`config.mk`:
```
export PLATFORM = sky130hd
export DESIGN_NAME = fifo_drain_ctrl_flat
export DESIGN_NICKNAME = d
export VERILOG_FILES = /design/src/rtl/fifo_drain_ctrl_pkg.sv /design/src/rtl/fifo_drain_ctrl_if.sv /design/src/rtl/fifo_drain_ctrl_landing_buf.sv /design/src/rtl/fifo_drain_ctrl.sv /design/src/flat_wrapper.sv
export SDC_FILE = /design/constraint.sdc
export NUM_CORES = 1
export LEC_CHECK = 0
export BUFFER_PORTS_ARGS = -buffer_cell sky130_fd_sc_hd__buf_2
export CORE_AREA = 2 2 69 71
export DETAILED_ROUTE_END_ITERATION = 7
export DIE_AREA = 0 0 71 73
export PLACE_DENSITY = 0.75
export SETUP_SLACK_MARGIN = 0.3
export SKIP_CTS_REPAIR_TIMING = 1
export SLEW_MARGIN = 20
export SYNTH_ARGS = -nofsm -noshare
export SYNTH_HDL_FRONTEND = slang
export SYNTH_HIERARCHICAL = 1
export SYNTH_SLANG_ARGS = --single-unit
```
`constraint.sdc`:
```
create_clock -name clk -period 3.2 [get_ports clk]
set_clock_uncertainty 0.15 [all_clocks]
set_input_delay 0.32 -clock clk [delete_from_list [all_inputs] [get_ports clk]]
set_output_delay 0.32 -clock clk [all_outputs]
set_load 0.005 [all_outputs]
```
`src/rtl/fifo_drain_ctrl_pkg.sv`:
```
// Shared definitions for the FIFO drain controller: FSM encoding and
// default parameter values.
package fifo_drain_ctrl_pkg;

    localparam int unsigned DEF_DATA_WIDTH   = 4;
    localparam int unsigned DEF_READ_LATENCY = 5;
    localparam int unsigned DEF_BUF_DEPTH    = 8;

    typedef enum logic [1:0] {
        RUN        = 2'd0,
        FLUSH_WAIT = 2'd1,
        FLUSH_CLR  = 2'd2
    } drain_state_e;

endpackage

```
`src/rtl/fifo_drain_ctrl_if.sv`:
```
// Output stream handshake of the drain controller (valid/ready/data).
interface fifo_drain_ctrl_if #(
    parameter int unsigned DATA_WIDTH = fifo_drain_ctrl_pkg::DEF_DATA_WIDTH
);

    logic                  out_valid;
    logic                  out_ready;
    logic [DATA_WIDTH-1:0] out_data;

    modport master (
        output out_valid,
        output out_data,
        input  out_ready
    );

    modport slave (
        input  out_valid,
        input  out_data,
        output out_ready
    );

endinterface

```
`src/rtl/fifo_drain_ctrl_landing_buf.sv`:
```
// Landing buffer: circular store for returned read data with a registered
// head entry, synchronous clear and occupancy count.
module drain_landing_buf
    import fifo_drain_ctrl_pkg::*;
#(
    parameter int unsigned DATA_WIDTH = DEF_DATA_WIDTH,
    parameter int unsigned BUF_DEPTH  = DEF_BUF_DEPTH
) (
    input  logic                             clk,
    input  logic                             rst_n,
    input  logic                             clear,
    input  logic                             wr_en,
    input  logic [DATA_WIDTH-1:0]            wr_data,
    input  logic                             pop,
    output logic [DATA_WIDTH-1:0]            head,
    output logic [$clog2(BUF_DEPTH):0]       occupancy
);

    localparam int unsigned PTR_W = $clog2(BUF_DEPTH);
    localparam int unsigned OCC_W = PTR_W + 1;

    logic [DATA_WIDTH-1:0] mem [BUF_DEPTH];
    logic [PTR_W-1:0]      wr_ptr;
    logic [PTR_W-1:0]      rd_ptr;
    logic [PTR_W-1:0]      rd_ptr_nxt;
    logic [OCC_W-1:0]      count;
    logic [OCC_W-1:0]      remain;

    always_comb begin
        rd_ptr_nxt = rd_ptr + PTR_W'(pop);
        remain     = count - OCC_W'(pop);
    end

    // head tracks the entry at the next read pointer; when the buffer would
    // otherwise be empty, the word being written becomes the new head.
    always_ff @(posedge clk or negedge rst_n) begin
        if (!rst_n) begin
            wr_ptr <= '0;
            rd_ptr <= '0;
            count  <= '0;
            head   <= '0;
        end else if (clear) begin
            wr_ptr <= '0;
            rd_ptr <= '0;
            count  <= '0;
            head   <= '0;
        end else begin
            if (wr_en) begin
                wr_ptr <= wr_ptr + 1'b1;
            end
            rd_ptr <= rd_ptr_nxt;
            count  <= remain + OCC_W'(wr_en);
            if (remain != '0) begin
                head <= mem[rd_ptr_nxt];
            end else if (wr_en) begin
                head <= wr_data;
            end
        end
    end

    always_ff @(posedge clk) begin
        if (wr_en && !clear) begin
            mem[wr_ptr] <= wr_data;
        end
    end

    assign occupancy = count;

endmodule

```
`src/rtl/fifo_drain_ctrl.sv`:
```
// Drains an upstream fixed-latency FIFO into a valid/ready stream, using
// credit-limited reads so the landing buffer can never overflow.
module fifo_drain_ctrl
    import fifo_drain_ctrl_pkg::*;
#(
    parameter int unsigned DATA_WIDTH   = DEF_DATA_WIDTH,
    parameter int unsigned READ_LATENCY = DEF_READ_LATENCY,
    parameter int unsigned BUF_DEPTH    = DEF_BUF_DEPTH
) (
    input  logic                  clk,
    input  logic                  rst_n,
    input  logic                  drain_en,
    input  logic                  flush,
    input  logic                  fifo_empty,
    output logic                  fifo_read_en,
    input  logic [DATA_WIDTH-1:0] fifo_data,
    fifo_drain_ctrl_if.master     out,
    output logic                  flush_done,
    output logic                  busy
);

    localparam int unsigned INF_W = $clog2(READ_LATENCY + 1);
    localparam int unsigned OCC_W = $clog2(BUF_DEPTH) + 1;
    localparam int unsigned SUM_W = OCC_W + 1;

    drain_state_e          state;
    drain_state_e          state_nxt;
    logic [READ_LATENCY-1:0] tag;
    logic [INF_W-1:0]      inflight;
    logic [OCC_W-1:0]      occupancy;
    logic [SUM_W-1:0]      credit_sum;
    logic                  credit_ok;
    logic                  capture;
    logic                  pop;
    logic                  buf_clear;
    logic                  valid;
    logic [DATA_WIDTH-1:0] head;

    always_comb begin
        inflight = '0;
        for (int unsigned i = 0; i < READ_LATENCY; i++) begin
            inflight = inflight + INF_W'(tag[i]);
        end
        credit_sum = SUM_W'(inflight) + SUM_W'(occupancy);
        credit_ok  = credit_sum < SUM_W'(BUF_DEPTH);
    end

    always_ff @(posedge clk or negedge rst_n) begin
        if (!rst_n) begin
            state <= RUN;
        end else begin
            state <= state_nxt;
        end
    end

    always_comb begin
        state_nxt    = state;
        fifo_read_en = 1'b0;
        capture      = 1'b0;
        valid        = 1'b0;
        buf_clear    = 1'b0;
        flush_done   = 1'b0;
        unique case (state)
            RUN: begin
                fifo_read_en = drain_en && !fifo_empty && credit_ok;
                capture      = tag[READ_LATENCY-1];
                valid        = occupancy != '0;
                if (flush) begin
                    state_nxt = FLUSH_WAIT;
                end
            end
            FLUSH_WAIT: begin
                if (inflight == '0) begin
                    state_nxt = FLUSH_CLR;
                end
            end
            FLUSH_CLR: begin
                buf_clear  = 1'b1;
                flush_done = 1'b1;
                state_nxt  = RUN;
            end
            default: begin
                state_nxt = RUN;
            end
        endcase
    end

    // Tag pipeline mirrors the upstream read latency; the last stage marks
    // the cycle in which fifo_data carries a requested word.
    always_ff @(posedge clk or negedge rst_n) begin
        if (!rst_n) begin
            tag <= '0;
        end else begin
            tag[0] <= fifo_read_en;
            for (int unsigned i = 1; i < READ_LATENCY; i++) begin
                tag[i] <= tag[i-1];
            end
        end
    end

    assign pop  = valid && out.out_ready;
    assign busy = (inflight != '0) || (occupancy != '0);

    drain_landing_buf #(
        .DATA_WIDTH (DATA_WIDTH),
        .BUF_DEPTH  (BUF_DEPTH)
    ) u_landing_buf (
        .clk       (clk),
        .rst_n     (rst_n),
        .clear     (buf_clear),
        .wr_en     (capture),
        .wr_data   (fifo_data),
        .pop       (pop),
        .head      (head),
        .occupancy (occupancy)
    );

    assign out.out_valid = valid;
    assign out.out_data  = head;

endmodule

```
`src/flat_wrapper.sv`:
```
// flat-port wrapper written by rule: the top's interface ports become plain ports
module fifo_drain_ctrl_flat import fifo_drain_ctrl_pkg::*;
#(
    parameter int unsigned DATA_WIDTH   = DEF_DATA_WIDTH,
    parameter int unsigned READ_LATENCY = DEF_READ_LATENCY,
    parameter int unsigned BUF_DEPTH    = DEF_BUF_DEPTH
)
  (clk, rst_n, drain_en, flush, fifo_empty, fifo_read_en, fifo_data, flush_done, busy, out_out_valid, out_out_data, out_out_ready);
  fifo_drain_ctrl_if #(.DATA_WIDTH(DATA_WIDTH)) out_i ();
  input  logic clk;
  input  logic rst_n;
  input  logic drain_en;
  input  logic flush;
  input  logic fifo_empty;
  output logic fifo_read_en;
  input  logic [DATA_WIDTH-1:0] fifo_data;
  output logic flush_done;
  output logic busy;
  output wire logic [$bits(out_i.out_valid)-1:0] out_out_valid;
  output wire logic [$bits(out_i.out_data)-1:0] out_out_data;
  input wire logic [$bits(out_i.out_ready)-1:0] out_out_ready;
  assign out_out_valid = out_i.out_valid;
  assign out_out_data = out_i.out_data;
  assign out_i.out_ready = out_out_ready;
  fifo_drain_ctrl #(.DATA_WIDTH(DATA_WIDTH), .READ_LATENCY(READ_LATENCY), .BUF_DEPTH(BUF_DEPTH)) u_core (.clk(clk), .rst_n(rst_n), .drain_en(drain_en), .flush(flush), .fifo_empty(fifo_empty), .fifo_read_en(fifo_read_en), .fifo_data(fifo_data), .out(out_i), .flush_done(flush_done), .busy(busy));
endmodule
```
**Word-level counts from Yosys, hierarchy flattened**

Memories as Yosys holds them, arrays and structs flattened.
Cells that the tools add are included.
W data, S select, Z words.

- Word-level logic and storage cells: 52
- Bits in writable memories: 32
- Input port bits: 10
- Memories: 1
- Bits in registers: 21
- Output and inout bits: 8

Memories:

| name | depth | width | read ports | clocked after Yosys merged registers in | wr ports | RTL line | RTL |
|---|---|---|---|---|---|---|---|
| u_core.u_landing_buf.mem | 8 | 4 | 1 | 0 | 1 | fifo_drain_ctrl_landing_buf.sv:22 | `logic [DATA_WIDTH-1:0] mem [BUF_DEPTH];` |

- Reductions and logical operators: 15
- Order comparisons: 1
- Add/sub/neg operators: 9
- Equality and inequality tests: 4
- Muxes and demuxes: 16

Operators by type and width:

| operator | number |
|---|---|
| $mux W4 | 4 |
| $add A3 B1 Y3 | 4 |
| $mux W3 | 3 |
| $reduce_bool A4 Y1 | 2 |
| $mux W1 | 6 |
| $reduce_bool A3 Y1 | 2 |
| $add A3 B4 Y5 | 1 |
| $lt A5 B4 Y1 const B | 1 |
| $add A4 B1 Y4 | 1 |
| $logic_and A1 B1 Y1 | 4 |
| $mux W2 | 2 |
| $pmux W2 S2 | 1 |
| $sub A4 B1 Y4 | 1 |
| $add A3 B1 Y3 const B | 1 |
| $logic_not A3 Y1 | 1 |
| $add A1 B1 Y2 | 1 |
| $eq A2 B1 Y1 const B | 1 |
| $eq A2 B2 Y1 const B | 1 |
| $logic_not A1 Y1 | 2 |
| $logic_not A2 Y1 | 1 |
| $ne A2 B1 Y1 const B | 1 |
| $ne A2 B2 Y1 const B | 1 |
| $reduce_and A2 Y1 | 1 |
| $reduce_bool A2 Y1 | 1 |
| $logic_or A1 B1 Y1 | 1 |

**Depth between registers and ports, before layout**

- Depth after elaboration: 8
- Mapped depth: 9
- Mapped depth without buffers: 8

**Cells and area by module**

Netlist, hierarchy kept.

By module, submodules not included:

| module | seq. area each (um^2) | instances | cells each | area an instance (um^2) |
|---|---|---|---|---|
| drain_landing_buf | 1311.3 | 1 | 132 | 2062.0 |
| fifo_drain_ctrl | 175.2 | 1 | 33 | 397.9 |

**Least setup slack after synthesis**

No wires, ideal clock.

- Path kind: reg2reg
- Start point: register u_core.u_landing_buf.count[2], in the netlist u_core/u_landing_buf/occupancy[2]
- End point: register u_core.u_landing_buf.head[0]
- Stages on the path, launching flop included: 10
- Period minus slack after synthesis: 2631 ps
- Data arrival time: 2344 ps
- Path slack: 569 ps
- Data required time: 2912 ps
- Setup time: 138 ps
- Buffers on the path: 1
- Cell sequence: dfrtp_1 > nor4_2 > nor4b_1 > ha_1 > ha_1 > clkbuf_1 > mux4_1 > mux2_2 > a31oi_1 > a211oi_1

- Cells in the longest elaborated chain, start to end: 7
- Elaborated cells between the ends (all ways): 10
- Classes of those cells: add/sub: 2; mux: 3; reduce/logical: 4; memory: 1

Ends and longest elaborated chain:

| element | RTL line | RTL |
|---|---|---|
| start, declared | fifo_drain_ctrl_landing_buf.sv:26 | `logic [OCC_W-1:0] count;` |
| start signal, assigned | fifo_drain_ctrl_landing_buf.sv:52 | `count <= remain + OCC_W'(wr_en);` |
| $reduce_bool A4 Y1 (*) | fifo_drain_ctrl.sv:67 | `valid = occupancy != '0;` |
| $mux W1 (*) | fifo_drain_ctrl.sv:63 | `unique case (state)` |
| $logic_and A1 B1 Y1 (*) | fifo_drain_ctrl.sv:101 | `assign pop = valid && out.out_ready;` |
| via u_core.pop | fifo_drain_ctrl.sv:34 | `logic pop;` |
| $add A3 B1 Y3 or $sub A4 B1 Y4 (tied branches) | fifo_drain_ctrl_landing_buf.sv:30, fifo_drain_ctrl_landing_buf.sv:31 |  |
| $mem_v2 Z8 W4 or $reduce_bool A4 Y1 (tied branches) | n/a |  |
| $mux W4 | fifo_drain_ctrl_landing_buf.sv:53 | `if (remain != '0) begin` |
| $mux W4 | fifo_drain_ctrl_landing_buf.sv:42 | `end else if (clear) begin` |
| end signal, assigned | fifo_drain_ctrl_landing_buf.sv:54 | `head <= mem[rd_ptr_nxt];` |
| end signal, assigned | fifo_drain_ctrl_landing_buf.sv:56 | `head <= wr_data;` |
| end, declared | fifo_drain_ctrl_landing_buf.sv:15 | `output logic [DATA_WIDTH-1:0] head,` |

Mark *: on every way through the listed nets, which the timed path passes. The rest lies on a longest branch.
A chain may end at the register's enable or synchronous reset.

**Worst setup path after layout**

- Start point: register u_core.tag[0]
- End point: output port fifo_read_en

- Cells in the longest elaborated chain, start to end: 8

Ends and longest elaborated chain:

| element | RTL line | RTL |
|---|---|---|
| start, declared | fifo_drain_ctrl.sv:28 | `logic [READ_LATENCY-1:0] tag;` |
| start signal, assigned | fifo_drain_ctrl.sv:94 | `tag[0] <= fifo_read_en;` |
| start signal, assigned by index | fifo_drain_ctrl.sv:96 | `tag[i] <= tag[i-1];` |
| $add A1 B1 Y2 | fifo_drain_ctrl.sv:42 | `inflight = inflight + INF_W'(tag[i]);` |
| $add A3 B1 Y3 (3 in a row) | fifo_drain_ctrl.sv:42 |  |
| $add A3 B4 Y5 | fifo_drain_ctrl.sv:44 | `credit_sum = SUM_W'(inflight) + SUM_W'(occupancy);` |
| $lt A5 B4 Y1 | fifo_drain_ctrl.sv:45 | `credit_ok = credit_sum < SUM_W'(BUF_DEPTH);` |
| $logic_and A1 B1 Y1 | fifo_drain_ctrl.sv:65 | `fifo_read_en = drain_en && !fifo_empty && credit_ok;` |
| $mux W1 | fifo_drain_ctrl.sv:63 |  |
| end, declared | flat_wrapper.sv:15 | `output logic fifo_read_en;` |

No other way between the ends.

==> metrics <==
minimum clock period 3.062 ns; first-pass GRT wire length 7141 um; count of input and output buffers 17; timing-limited maximum frequency 326.6 MHz; worst slew margin relative to its limit 38.01%; class of the tightest hold or removal check primary input to register; critical path fanouts, max 2; Total Routing Usage GR 18.37%; critical path arrival 2.59 ns; power density normalized to cell area 818.8 nW/um2; crit start category register; adder and majority gate portion of the synthesized area 6.714%; clock transition time at the flip-flop clock pins of the worst setup and hold paths 0.10 ns; share of synthesized cell area in and, or, nand and nor gates 10.83%; area growth from synthesis to layout 13.12%; sequential-to-total area share from yosys stat 60.43%; Placement Rows 25; share of layout cells above drive strength 1 27.60%; pin count of the biggest net entering global routing 22; TritonCTS Buffers 5; Clock Latency Late Sink 0.30 ns; number of nets at the end of the flow 213; violation count after the first detailed-route iteration 87; H-tree depth 2; CTS tree done; WP data required 2.73 ns; Avg Synthesized Cell Area 14.91 um2; placed wire-length estimate after detailed placement 3262 um; Finished Core Util 61.35%; final-report hold violation count 0; Setup crit end kind primary output; total length of routed wires 4492 um; DR vias 1,426; via count of the first global-routing pass 1,448; most instantiated library cell after synthesis sky130_fd_sc_hd__edfxtp_1; Final setup viols 0; Post-synth EDFFs 32; result of the run complete, no violations; Yosys warnings 6; routability cong. 0.8843; Num Clock Sinks 53; primary flip-flop cell chosen by synthesis mapping sky130_fd_sc_hd__edfxtp_1; XOR/XNOR share of the synthesized area 1.780%; ant diodes 0; maximum resistive drop on vdd 0.3140 mV; top-level port count 18; share of the cycle needed by the critical path after routing 95.70%; flip-flop and latch count after synthesis 53; chip height 73 um; syn_nets 187; largest area contributor in the netlist sky130_fd_sc_hd__edfxtp_1; fraction of post-synthesis cell area in the top cell type by area 39.06%; share of the synthesized area in compound gates (AO/OA/AOI/OAI) 4.476%; number of iterations in the first detailed-routing pass 4; count of final max-slew check failures 0; DRC Markers 0; Congestion Overflow GR 0; unrepaired setup endpoints after global routing true; cell types with the largest area share after synthesis sky130_fd_sc_hd__edfxtp_1, sky130_fd_sc_hd__dfrtp_1, sky130_fd_sc_hd__mux4_1; ratio of routed vias to standard cells 5.797; count of maximum capacitance violations 0; startpoint-to-endpoint class of the critical path register to primary output; full die area 5183 um2; DR WL/cell 18.26 um; number of distinct library cells after synthesis 38; multiplexer fraction of the synthesized cell area 12.87%; number of antenna violations at the first check in global routing 0; Total Negative Setup Slacks 0 ns; die extent in x 71 um; ranking of synthesized cells by instance count sky130_fd_sc_hd__edfxtp_1, sky130_fd_sc_hd__dfrtp_1, sky130_fd_sc_hd__nor2_1; number of cells produced by synthesis 165; CTS max path bufs 2; dominant combinational cell family by area after synthesis multiplexers; buffer type at the clock tree root sky130_fd_sc_hd__clkbuf_8; transition at the pin with the smallest max-transition slack 0.9214 ns; number of nets still failing antenna checks after routing 0; fraction of registers with async set/reset 39.62%; synthesized cell area 2460 um2; Pleak 1.096 nW; starting density of the core 54.23%; Placeable Area 4536 um2
## power breakdown
| group | total [W] | switching (W) | internal, W |
|---|---|---|---|
| logic | 0.000949 | 0.000455 | 0.000494 |
| registers | 0.000951 | 0.000113 | 0.000837 |
| clock network | 0.000379 | 0.000219 | 0.000160 |
| total | 0.00228 | 0.000788 | 0.00149 |
## worst max-delay path, cell delays in order (launching register included)
cell	delay, ns
sky130_fd_sc_hd__dfrtp_1	0.35
sky130_fd_sc_hd__inv_1	0.06
sky130_fd_sc_hd__fa_1	0.52
sky130_fd_sc_hd__fa_2	0.41
sky130_fd_sc_hd__inv_2	0.07
sky130_fd_sc_hd__ha_4	0.20
sky130_fd_sc_hd__ha_4	0.25
sky130_fd_sc_hd__nand4b_1	0.10
sky130_fd_sc_hd__and3_1	0.19
sky130_fd_sc_hd__buf_2	0.13
## cell type report
cell class / instances / area [um2]
Sequential cell: 53 / 1486
Tap cell: 54 / 67.56
Timing Repair Buffer: 24 / 140.1
Fill cell: 333 / 1753
Clock buffer: 5 / 68.82
Multi-Input combinational cell: 95 / 949.7
Clock inverter: 3 / 25.02
Inverter: 12 / 45.04
## placed cells by master (no fill, tap or decap), types with 2 or more instances in the layout
master,netlist,layout
sky130_fd_sc_hd__nor2_1,14,14
sky130_fd_sc_hd__nor4_1,2,2
sky130_fd_sc_hd__mux2_2,5,5
sky130_fd_sc_hd__inv_6,0,2
sky130_fd_sc_hd__a211oi_1,5,4
sky130_fd_sc_hd__xnor2_1,2,2
sky130_fd_sc_hd__ha_4,0,3
sky130_fd_sc_hd__mux4_1,8,8
sky130_fd_sc_hd__ha_1,10,6
sky130_fd_sc_hd__mux2i_1,5,5
sky130_fd_sc_hd__inv_2,0,2
sky130_fd_sc_hd__buf_2,0,17
sky130_fd_sc_hd__dfrtp_1,21,21
sky130_fd_sc_hd__and3_1,2,2
sky130_fd_sc_hd__xor2_1,3,3
sky130_fd_sc_hd__nor2b_1,7,7
sky130_fd_sc_hd__a211oi_2,1,2
sky130_fd_sc_hd__a31oi_1,4,4
sky130_fd_sc_hd__edfxtp_1,32,32
sky130_fd_sc_hd__nand2_1,5,5
sky130_fd_sc_hd__or3b_2,2,2
sky130_fd_sc_hd__inv_1,12,10
sky130_fd_sc_hd__clkbuf_8,0,5
sky130_fd_sc_hd__buf_4,0,6
sky130_fd_sc_hd__nor3_1,2,2
## flip-flops by register name, indices dropped and copies added, names as in the netlist
signal,count
u_core/state,2
u_core/tag,5
u_core/u_landing_buf/head,4
u_core/u_landing_buf/mem,32
u_core/u_landing_buf/occupancy,4
u_core/u_landing_buf/rd_ptr,3
u_core/u_landing_buf/wr_ptr,3
## per-layer routing
layer  vias up  routed length [um]  GRT usage, %  part of all wire [%]
li1        666                   -             -                     -
met1       704                1943         23.41                    43
met2        43                2284         31.15                    51
met3        13                 192         4.144                   4.3
met4         0                  71         6.709                   1.6
met5         -                   0             0                     0
## metrics by stage
| stage | area, um2 | power, W | cells | setup WS (ns) | hold slack [ns] |
|---|---|---|---|---|---|
| 6_report | 2783 | 0.002279 | 246 | 0.1377 | 0.1454 |
| 5_1_grt | 2783 | 0.002431 | 246 | 0.04655 | 0.1552 |
| 4_1_cts | 2695 | 0.002230 | 241 | 0.05303 | -0.1766 |
| 3_5_place_dp | 2601 | 0.001848 | 233 | 0.2577 | 0.1576 |
| 3_3_place_gp | 2601 | 0.001798 | 233 | 0.3527 | 0.1408 |
| 2_1_floorplan | 2460 | 0.001625 | 165 | 0.5688 | -0.1256 |
## cell families (layout without fill, tap and decap cells)
family	after synthesis	after routing
multiplexers	18	18
XOR/XNOR	5	5
AND/OR/NAND/NOR	45	45
buffers and inverters	17	44
adder cells (fa/ha/maj)	12	12
AO/OA/AOI/OAI	15	15
flip-flops	53	53
## final timing paths
path                                                                   from                                       end  slack, ns  depth (start not counted)
worst max register to register  u_core/u_landing_buf/occupancy[2]$_DFF_PN0_  u_core/u_landing_buf/head[0]$_DFFE_PN0P_       0.28                          7
min in group asynchronous                                             rst_n               u_core/state[1]$_DFFE_PN0P_       0.35                          2
worst min-delay path                                                  flush               u_core/state[0]$_DFFE_PN0P_       0.15                          3
worst max-delay path                                u_core/tag[0]$_DFF_PN0_                              fifo_read_en       0.14                          9
worst min register to register                      u_core/tag[2]$_DFF_PN0_                   u_core/tag[3]$_DFF_PN0_       0.24                          0
max in group asynchronous                                             rst_n  u_core/u_landing_buf/rd_ptr[0]$_DFF_PN0_       2.22                          2
No activity file was read; power rests on OpenSTA's default activity.
